--- src/rtl/oled_frame_reader_if.sv ---
// Bundle of the frame-reader signals that connect it to the OLED driver and
// to the frame-buffer read port. The master modport is the reader's view.
interface oled_frame_reader_if #(
  parameter int unsigned ADDR_W = 13
) ();

  logic              resync;
  logic              next_pixel;
  logic [ADDR_W-1:0] rd_addr;
  logic [15:0]       rd_data;
  logic [15:0]       color;
  logic              color_valid;
  logic [6:0]        pix_x;
  logic [5:0]        pix_y;
  logic              sof;
  logic [7:0]        frame_cnt;
  logic              underrun;

  modport master (
    input  resync, next_pixel, rd_data,
    output rd_addr, color, color_valid, pix_x, pix_y, sof, frame_cnt, underrun
  );

  modport slave (
    output resync, next_pixel, rd_data,
    input  rd_addr, color, color_valid, pix_x, pix_y, sof, frame_cnt, underrun
  );

endinterface

--- src/rtl/oled_frame_reader.sv ---
// Walks the OLED raster in step with the driver's next_pixel strobe, reads the
// captured image from the frame buffer for pixels inside the image window and
// presents a held RGB565 colour; pixels outside the window get a border colour.
module oled_frame_reader #(
  parameter int unsigned IMG_COLS     = 80,
  parameter int unsigned IMG_ROWS     = 60,
  parameter int unsigned ADDR_W       = 13,
  parameter int unsigned OLED_COLS    = 96,
  parameter int unsigned OLED_ROWS    = 64,
  parameter int unsigned X_OFF        = 8,
  parameter int unsigned Y_OFF        = 2,
  parameter int unsigned RD_LAT       = 1,
  parameter logic [15:0] BORDER_COLOR = 16'h0000
) (
  input  logic                clk,
  input  logic                rst,
  oled_frame_reader_if.master bus
);

  localparam int unsigned CntW = (RD_LAT > 1) ? $clog2(RD_LAT) : 1;

  typedef enum logic [1:0] {StFetch, StWait, StLatch, StReady} state_e;

  state_e            state_q, state_d;
  logic [CntW-1:0]   wait_q, wait_d;
  logic [6:0]        pix_x_q, pix_x_d;
  logic [5:0]        pix_y_q, pix_y_d;
  logic [ADDR_W-1:0] rd_addr_q, rd_addr_d;
  logic [15:0]       color_q, color_d;
  logic              valid_q, valid_d;
  logic              sof_q, sof_d;
  logic [7:0]        frame_q, frame_d;
  logic              underrun_q, underrun_d;
  logic              border_q, border_d;

  logic              in_window;
  logic [ADDR_W-1:0] win_addr;
  logic [15:0]       conv_color;
  logic              unused_rd_lsb;

  assign in_window = (pix_x_q >= 7'(X_OFF)) && (pix_x_q < 7'(X_OFF + IMG_COLS)) &&
                     (pix_y_q >= 6'(Y_OFF)) && (pix_y_q < 6'(Y_OFF + IMG_ROWS));

  // Only meaningful while in_window, so the offset subtractions never wrap.
  assign win_addr = ADDR_W'(pix_y_q - 6'(Y_OFF)) * ADDR_W'(IMG_COLS) +
                    ADDR_W'(pix_x_q - 7'(X_OFF));

  // Buffer word is r5/g5/b6; green widens by MSB replication, blue drops its LSB.
  assign conv_color    = {bus.rd_data[15:11], bus.rd_data[10:6], bus.rd_data[10],
                          bus.rd_data[5:1]};
  assign unused_rd_lsb = bus.rd_data[0];

  // Next-state: resync beats next_pixel, next_pixel beats the fetch sequence.
  always_comb begin
    state_d    = state_q;
    wait_d     = wait_q;
    pix_x_d    = pix_x_q;
    pix_y_d    = pix_y_q;
    rd_addr_d  = rd_addr_q;
    color_d    = color_q;
    valid_d    = valid_q;
    sof_d      = 1'b0;
    frame_d    = frame_q;
    underrun_d = underrun_q;
    border_d   = border_q;

    if (bus.resync) begin
      pix_x_d = '0;
      pix_y_d = '0;
      state_d = StFetch;
      valid_d = 1'b0;
      wait_d  = '0;
    end else if (bus.next_pixel) begin
      // Consuming before the colour is ready aborts the fetch in flight.
      if (state_q != StReady) begin
        underrun_d = 1'b1;
      end
      if (pix_x_q == 7'(OLED_COLS - 1)) begin
        pix_x_d = '0;
        if (pix_y_q == 6'(OLED_ROWS - 1)) begin
          pix_y_d = '0;
          sof_d   = 1'b1;
          frame_d = frame_q + 8'd1;
        end else begin
          pix_y_d = pix_y_q + 6'd1;
        end
      end else begin
        pix_x_d = pix_x_q + 7'd1;
      end
      state_d = StFetch;
      valid_d = 1'b0;
      wait_d  = '0;
    end else begin
      case (state_q)
        StFetch: begin
          if (in_window) begin
            rd_addr_d = win_addr;
          end
          border_d = ~in_window;
          wait_d   = '0;
          state_d  = StWait;
        end
        StWait: begin
          if (wait_q == CntW'(RD_LAT - 1)) begin
            state_d = StLatch;
          end else begin
            wait_d = wait_q + 1'b1;
          end
        end
        StLatch: begin
          color_d = border_q ? BORDER_COLOR : conv_color;
          valid_d = 1'b1;
          state_d = StReady;
        end
        default: begin
          state_d = StReady;
        end
      endcase
    end
  end

  // State and output registers with synchronous reset.
  always_ff @(posedge clk) begin
    if (rst) begin
      state_q    <= StFetch;
      wait_q     <= '0;
      pix_x_q    <= '0;
      pix_y_q    <= '0;
      rd_addr_q  <= '0;
      color_q    <= '0;
      valid_q    <= 1'b0;
      sof_q      <= 1'b0;
      frame_q    <= '0;
      underrun_q <= 1'b0;
      border_q   <= 1'b0;
    end else begin
      state_q    <= state_d;
      wait_q     <= wait_d;
      pix_x_q    <= pix_x_d;
      pix_y_q    <= pix_y_d;
      rd_addr_q  <= rd_addr_d;
      color_q    <= color_d;
      valid_q    <= valid_d;
      sof_q      <= sof_d;
      frame_q    <= frame_d;
      underrun_q <= underrun_d;
      border_q   <= border_d;
    end
  end

  assign bus.rd_addr     = rd_addr_q;
  assign bus.color       = color_q;
  assign bus.color_valid = valid_q;
  assign bus.pix_x       = pix_x_q;
  assign bus.pix_y       = pix_y_q;
  assign bus.sof         = sof_q;
  assign bus.frame_cnt   = frame_q;
  assign bus.underrun    = underrun_q;

endmodule

--- src/flat_wrapper.sv ---
// flat-port wrapper written by rule: the top's interface ports become plain ports
module oled_frame_reader_flat 
#(
  parameter int unsigned IMG_COLS     = 80,
  parameter int unsigned IMG_ROWS     = 60,
  parameter int unsigned ADDR_W       = 13,
  parameter int unsigned OLED_COLS    = 96,
  parameter int unsigned OLED_ROWS    = 64,
  parameter int unsigned X_OFF        = 8,
  parameter int unsigned Y_OFF        = 2,
  parameter int unsigned RD_LAT       = 1,
  parameter logic [15:0] BORDER_COLOR = 16'h0000
)
  (clk, rst, bus_resync, bus_next_pixel, bus_rd_data, bus_rd_addr, bus_color, bus_color_valid, bus_pix_x, bus_pix_y, bus_sof, bus_frame_cnt, bus_underrun);
  oled_frame_reader_if #(.ADDR_W(ADDR_W)) bus_i ();
  input  logic clk;
  input  logic rst;
  input wire logic [$bits(bus_i.resync)-1:0] bus_resync;
  input wire logic [$bits(bus_i.next_pixel)-1:0] bus_next_pixel;
  input wire logic [$bits(bus_i.rd_data)-1:0] bus_rd_data;
  output wire logic [$bits(bus_i.rd_addr)-1:0] bus_rd_addr;
  output wire logic [$bits(bus_i.color)-1:0] bus_color;
  output wire logic [$bits(bus_i.color_valid)-1:0] bus_color_valid;
  output wire logic [$bits(bus_i.pix_x)-1:0] bus_pix_x;
  output wire logic [$bits(bus_i.pix_y)-1:0] bus_pix_y;
  output wire logic [$bits(bus_i.sof)-1:0] bus_sof;
  output wire logic [$bits(bus_i.frame_cnt)-1:0] bus_frame_cnt;
  output wire logic [$bits(bus_i.underrun)-1:0] bus_underrun;
  assign bus_i.resync = bus_resync;
  assign bus_i.next_pixel = bus_next_pixel;
  assign bus_i.rd_data = bus_rd_data;
  assign bus_rd_addr = bus_i.rd_addr;
  assign bus_color = bus_i.color;
  assign bus_color_valid = bus_i.color_valid;
  assign bus_pix_x = bus_i.pix_x;
  assign bus_pix_y = bus_i.pix_y;
  assign bus_sof = bus_i.sof;
  assign bus_frame_cnt = bus_i.frame_cnt;
  assign bus_underrun = bus_i.underrun;
  oled_frame_reader #(.IMG_COLS(IMG_COLS), .IMG_ROWS(IMG_ROWS), .ADDR_W(ADDR_W), .OLED_COLS(OLED_COLS), .OLED_ROWS(OLED_ROWS), .X_OFF(X_OFF), .Y_OFF(Y_OFF), .RD_LAT(RD_LAT), .BORDER_COLOR(BORDER_COLOR)) u_core (.clk(clk), .rst(rst), .bus(bus_i));
endmodule
--- config.mk ---
export PLATFORM = sky130hd
export DESIGN_NAME = oled_frame_reader_flat
export DESIGN_NICKNAME = d
export VERILOG_FILES = /design/src/rtl/oled_frame_reader_if.sv /design/src/rtl/oled_frame_reader.sv /design/src/flat_wrapper.sv
export SDC_FILE = /design/constraint.sdc
export NUM_CORES = 1
export LEC_CHECK = 0
export ABC_AREA = 0
export ABC_CLOCK_PERIOD_IN_PS = 8300
export CELL_PAD_IN_SITES_DETAIL_PLACEMENT = 2
export CELL_PAD_IN_SITES_GLOBAL_PLACEMENT = 2
export CORE_MARGIN = 4
export CORE_UTILIZATION = 32
export CTS_CLUSTER_DIAMETER = 100
export DETAILED_ROUTE_END_ITERATION = 12
export GPL_ROUTABILITY_DRIVEN = 0
export PLACE_DENSITY_LB_ADDON = 0.1
export SLEW_MARGIN = 20
export SYNTH_ARGS = -nofsm -noshare
export SYNTH_HDL_FRONTEND = slang
export SYNTH_SLANG_ARGS = --single-unit
--- constraint.sdc ---
create_clock -name clk -period 8.3 [get_ports clk]
set_input_delay 2.075 -clock clk [delete_from_list [all_inputs] [get_ports clk]]
set_output_delay 2.075 -clock clk [all_outputs]
set_load 0.03 [all_outputs]
==> results of run 1 <==
[routing by layer]
layer  track usage, %  vias to the layer above  part of all wire (%)
met4             3.33                        0                  0.82
met2             27.2                       47                    49
li1                 -                     1322                     -
met3             3.12                        6                   3.3
met1             19.8                     1326                    47
met5                0                        -                     0
[path summary, 6_finish.rpt]
path	start	end	slack, ns	cells after the start
worst max-delay path	bus_next_pixel	u_core.bus.rd_addr[12]	3.66	6
worst min-delay path	u_core.bus.color[15]	u_core.bus.color[15]	0.46	2
worst max register to register	u_core.bus.pix_y[1]	u_core.bus.rd_addr[12]	4.24	14
worst min register to register	u_core.bus.color[15]	u_core.bus.color[15]	0.46	2
[per-stage QoR]
| stage | cells | worst slack [ns] | utilization, % | power (mW) |
|---|---|---|---|---|
| 2_1_floorplan | 344 | 4.59 | - | 0.284 |
| 3_3_place_gp | 527 | 3.26 | 41.5 | 0.297 |
| 3_5_place_dp | 527 | 3.22 | 41.5 | 0.298 |
| 4_1_cts | 535 | 3.54 | 42.6 | 0.467 |
| 5_1_grt | 535 | 3.41 | 42.6 | 0.477 |
| 6_report | 535 | 3.66 | 42.6 | 0.458 |
[layout make-up]
| cell class | instances | share of cell area [%] |
|---|---|---|
| clock inverter | 1 | 0.190 |
| timing repair buffer | 72 | 18.2 |
| multi-input combinational | 258 | 46.1 |
| clock buffer | 7 | 2.44 |
| tap | 129 | 4.08 |
| inverter | 13 | 1.23 |
| sequential | 55 | 27.8 |
[logic make-up (layout without fill, tap and decap cells)]
family,Yosys count,in the layout,synth area share (%)
xor gates and xnor gates,25,25,7.14
DFF,55,55,35.9
and+or+nand+nor,134,134,24.8
muxes,8,8,2.61
AOI/OAI and AO/OA,61,61,12.2
adders and majority gates,30,30,12.7
buffers and inverters,31,93,4.61
[critical path: stages]
cell	delay, ns
clkdlybuf4s50_1	0.63
nor4_1	0.60
o311ai_0	0.37
nor3_4	0.81
o21bai_1	0.12
nor3b_1	0.25
[registers in the layout, summed over array words and instances, names as in the netlist]
register,flops
u_core.bus.pix_x,7
u_core.bus.sof,1
u_core.bus.underrun,1
u_core.border_q,1
u_core.bus.rd_addr,13
u_core.bus.pix_y,6
u_core.bus.color_valid,1
u_core.bus.frame_cnt,8
u_core.state_q,2
u_core.bus.color,15
[placed cells by master, fill, tap and decap left out, drive strengths merged, types with 10 or more instances in the layout]
| master | Yosys | layout |
|---|---|---|
| a21oi | 30 | 30 |
| clkdlybuf4s50 | 0 | 71 |
| dfxtp | 55 | 55 |
| ha | 28 | 28 |
| inv | 13 | 13 |
| nand2 | 27 | 27 |
| nand3b | 16 | 16 |
| nor2 | 32 | 32 |
| nor3 | 11 | 11 |
| o21ai | 10 | 10 |
| xnor2 | 12 | 12 |
| xor2 | 13 | 13 |
[power breakdown]
part | internal (mW) | switching, mW
sequential | 0.265 | 0.00240
clock | 0.0762 | 0.0908
combinational | 0.0125 | 0.0111
==> impl_metrics.py, run 1 <==
metrics = {
    "status": {
        "outcome": "complete, no violations",
    },
    "synth": {
        "syn_avg_cell_area_um2": 8.91,
        "synth_edf_count": 0,
        "netlist_instances": 344,
        "syn-num-nets": 394,
        "synth.distinct_cells": 49,
        "synth_area_leaders": "dfxtp_1 (36%), ha_1 (11%), a21oi_1 (4.9%)",
        "ys_seq_area_share_pct": 35.9,
        "synth.most_common_cell": "dfxtp_1",
        "synth_largest_area_cell": "dfxtp_1",
        "synth_top_area_share_pct": 35.9,
        "async_flop_share_pct": 0,
        "syn_area_mm2": 0.00307,
        "synthTopCellsByCount": "dfxtp_1 (55), a21oi_1 (30), nor2_1 (30)",
        "synth_warnings": 0,
        "synth_seq_cells": 55,
        "synthFlopType": "dfxtp_1",
    },
    "layout": {
        "nets": 455,
        "drive_above_1_share_pct": 5.42,
        "area_delta_synth_final_pct": 29.1,
        "fillerInstances": 1053,
        "stdcell_area_mm2": 0.00396,
        "seq_area_mm2": 0.00110,
        "multi_input_comb_area_mm2": 0.00182,
        "n_antenna_cell": 0,
    },
    "clocking": {
        "post_cts_resized": 0,
        "cts_made_buffers": 5,
        "cts-root-buf": "clkbuf_8",
        "cts_sinks": 55,
        "clock_path_buffers": 2,
        "cts-hold-fix-buffers": 0,
        "htree_num_levels": 2,
        "path_clk_slew_ns": 0.10,
        "cts_tree": "built",
        "clock_latency_ns": 0.31,
        "post_cts_buffers": 0,
    },
    "placement": {
        "hpwl_mm": 6.25,
        "place_area_mm2": 0.00385,
        "place.port_buffers": 71,
    },
    "global_routing": {
        "grt_max_degree": 42,
        "grt_overflow": 0,
        "grt_pass1_vias": 2907,
        "antenna_found_initial": 0,
        "grt_use_total_pct": 15.6,
        "grt_pass1_wl_mm": 14.4,
    },
    "detailed_routing": {
        "wire_per_inst_um": 15.8,
        "first_pass_iters": 4,
        "drc": 0,
        "drt-initial-drc-count": 49,
        "vias": 2701,
        "routed_wl_mm": 8.44,
        "viasPerCell": 5.05,
        "drtAntennaViolNets": 0,
    },
    "worst_setup_path": {
        "critPathMaxFanout": 17,
        "critPathCaptureType": "flop",
        "cp_data_arrival_time_ns": 4.85,
        "critPathRequiredTime_ns": 8.52,
        "criticalPathCategory": "input port to flop",
        "cp-start-kind": "input port",
    },
    "min_path": {
        "hold_class": "flop to flop",
    },
    "floorplan": {
        "start_util_pct": 33.0,
        "die_h_um": 106,
        "die_area_mm2": 0.0112,
        "fp-row-count": 35,
        "die_w_um": 106,
        "core_area_mm2": 0.00928,
        "num_io_pins": 73,
    },
    "flow_run": {
        "max_cap_viol_count": 0,
    },
    "sta": {
        "finalCritPeriodShare_pct": 55.9,
        "rsz0062_at_grt": "false",
        "worst_pin_slew_ns": 1.01,
        "whs_ns": 0.457,
        "setup-tns-final_ns": 0,
        "period_needed_ns": 4.64,
        "slew_viol_final": 0,
        "final_hold_viol_count": 0,
        "clock.fmax_mhz": 216,
        "slew_headroom_pct": 32.6,
        "worst_clock_skew_ns": 0.00421,
        "setup_viol": 0,
    },
    "pwr": {
        "ir_worst_vdd_mv": 0.0712,
        "power_density_mw_per_mm2": 116,
        "p_leak_nw": 1.38,
    },
}
Note: power is estimated with default switching activity, not from simulation.
==> run 2: changes to the inputs <==
Settings changed: ABC_CLOCK_PERIOD_IN_PS 8300 to 4900, CORE_UTILIZATION 32 to 30.
Clock period 8.3 ns to 4.9 ns, I/O delays scaled along.
==> impl_metrics.py, run 2 (same netlist as run 1, synthesis figures left out) <==
metrics = {
    "clocking": {
        "cts_made_buffers": 5,
        "post_cts_resized": 0,
        "cts_tree": "built",
        "cts-root-buf": "clkbuf_8",
        "cts-hold-fix-buffers": 0,
        "clock_path_buffers": 2,
        "cts_sinks": 55,
        "post_cts_buffers": 0,
        "clock_latency_ns": 0.31,
        "path_clk_slew_ns": 0.10,
        "htree_num_levels": 2,
    },
    "worst_setup_path": {
        "critPathMaxFanout": 8,
        "r2r_cells": 14,
        "crit_path_end": "u_core.bus.rd_addr[12]",
        "criticalPathCategory": "flop to flop",
        "r2r-end": "u_core.bus.rd_addr[12]",
        "cpMostUsedCell": "ha_1",
        "critPathRequiredTime_ns": 5.10,
        "regToRegSetupSlack_ns": 0.93,
        "crit_cells": 14,
        "slowest_stage": "or3b_2",
        "r2r_start": "u_core.bus.pix_y[2]",
        "path_buf_inv": 1,
        "cp-start-kind": "flop",
        "slowest_delay_ns": 0.51,
        "crit_chain": "inv_1 > ha_1 > or3b_2 > xnor2_1 > ha_1 > ha_1 > a21o_1 > a21oi_1 > xnor2_1 > ha_1 > or3_1 > o32ai_1 > nand4_1 > nor3b_1",
        "cp_data_arrival_time_ns": 4.16,
        "critPathCaptureType": "flop",
        "cp-startpoint": "u_core.bus.pix_y[2]",
        "crit_family": "simple AND/OR/NAND/NOR gates",
    },
    "sta": {
        "rsz0062_at_grt": "false",
        "setup-tns-final_ns": 0,
        "final_hold_viol_count": 0,
        "slew_headroom_pct": 34.9,
        "slew_viol_final": 0,
        "finalCritPeriodShare_pct": 80.9,
        "period_needed_ns": 3.97,
        "setup_viol": 0,
        "worst_pin_slew_ns": 0.974,
        "clock.fmax_mhz": 252,
        "worst_clock_skew_ns": 0.0106,
    },
    "flow_run": {
        "max_cap_viol_count": 0,
    },
    "detailed_routing": {
        "wl_met3_um": 412,
        "drt-initial-drc-count": 64,
        "viasPerCell": 4.92,
        "vias": 2661,
        "wire_per_inst_um": 16.2,
        "top_layer": "met4",
        "drc": 0,
        "wl_met1_mm": 4.12,
        "drtAntennaViolNets": 0,
        "first_pass_iters": 4,
        "met2_length_mm": 4.18,
        "routed_wl_mm": 8.76,
    },
    "layout": {
        "drive_above_1_share_pct": 5.88,
        "largest_register_ffs": 15,
        "stdcell_area_mm2": 0.00396,
        "nets": 458,
        "multi_input_comb_area_mm2": 0.00182,
        "area_delta_synth_final_pct": 29.3,
        "layout_common_cells": "clkdlybuf4s50_1 (71), dfxtp_1 (55), nor2_1 (30), a21oi_1 (30), ha_1 (28)",
        "n_antenna_cell": 0,
        "fillerInstances": 1126,
        "seq_area_mm2": 0.00110,
        "final_common_cell": "clkdlybuf4s50_1",
    },
    "floorplan": {
        "core_area_mm2": 0.00986,
        "start_util_pct": 31.1,
        "die_h_um": 109,
        "die_area_mm2": 0.0119,
        "fp-row-count": 36,
        "num_io_pins": 73,
        "die_w_um": 109,
    },
    "global_routing": {
        "grt_pass1_vias": 2928,
        "antenna_found_initial": 0,
        "grt_max_degree": 28,
        "grt_use_total_pct": 15.6,
        "grt_pass1_wl_mm": 14.7,
        "grt_overflow": 0,
    },
    "min_path": {
        "hold_class": "flop to flop",
    },
    "pwr": {
        "ir_worst_vdd_mv": 0.0955,
        "p_leak_nw": 1.39,
        "power_density_mw_per_mm2": 188,
    },
    "placement": {
        "place.port_buffers": 71,
        "place_area_mm2": 0.00388,
        "hpwl_mm": 6.61,
    },
    "status": {
        "outcome": "complete, no violations",
    },
}
## run 2: how the worst min path moves through the flow
| stage | from | endpoint | slack, ns | depth (start not counted) |
|---|---|---|---|---|
| after floorplan | u_core.state_q[0] | u_core.state_q[1] | 0.48 | 2 |
| after global placement | u_core.bus.color[7] | u_core.bus.color[7] | 0.44 | 2 |
| after detailed placement | u_core.bus.color[2] | u_core.bus.color[2] | 0.45 | 2 |
| after CTS | u_core.bus.rd_addr[10] | u_core.bus.rd_addr[10] | 0.46 | 2 |
| after global routing | u_core.bus.color[7] | u_core.bus.color[7] | 0.49 | 2 |
| final | u_core.bus.color[8] | u_core.bus.color[8] | 0.46 | 2 |
## run 2: cell type report
cell class / instances / share of cell area [%]
Sequential cell: 55 / 27.8
Timing Repair Buffer: 75 / 18.7
Inverter: 13 / 1.23
Clock inverter: 2 / 0.347
Clock buffer: 5 / 1.74
Tap cell: 133 / 4.20
Multi-Input combinational cell: 258 / 46.0
## run 2: tightest hold or removal path, cell delays in order, from the launching register on
cell and delay, ns:
dfxtp_1 0.32, nand2_1 0.05, a21oi_1 0.05
## run 2: report_power, final
group / leakage (nW) / internal [mW] / switching, mW
registers: 0.444 / 0.449 / 0.00433
clock network: 0.0440 / 0.0984 / 0.152
logic: 0.905 / 0.0212 / 0.0194
## run 2: layer usage
layer | vias to the layer above | global-route usage [%]
met1 | 1273 | 19.5
met2 | 51 | 27.6
met3 | 5 | 3.26
met5 | - | 0
li1 | 1332 | -
met4 | 0 | 3.25
## run 2: metrics by stage
stage	cells	setup WS (ns)	total power, mW	utilization, %	hold WS (ns)
2_1_floorplan	344	1.19	0.481	-	0.478
3_3_place_gp	534	1.09	0.505	39.3	0.438
3_5_place_dp	534	0.899	0.505	39.3	0.447
4_1_cts	541	0.872	0.762	40.2	0.463
5_1_grt	541	0.665	0.784	40.2	0.488
6_report	541	0.935	0.745	40.2	0.455
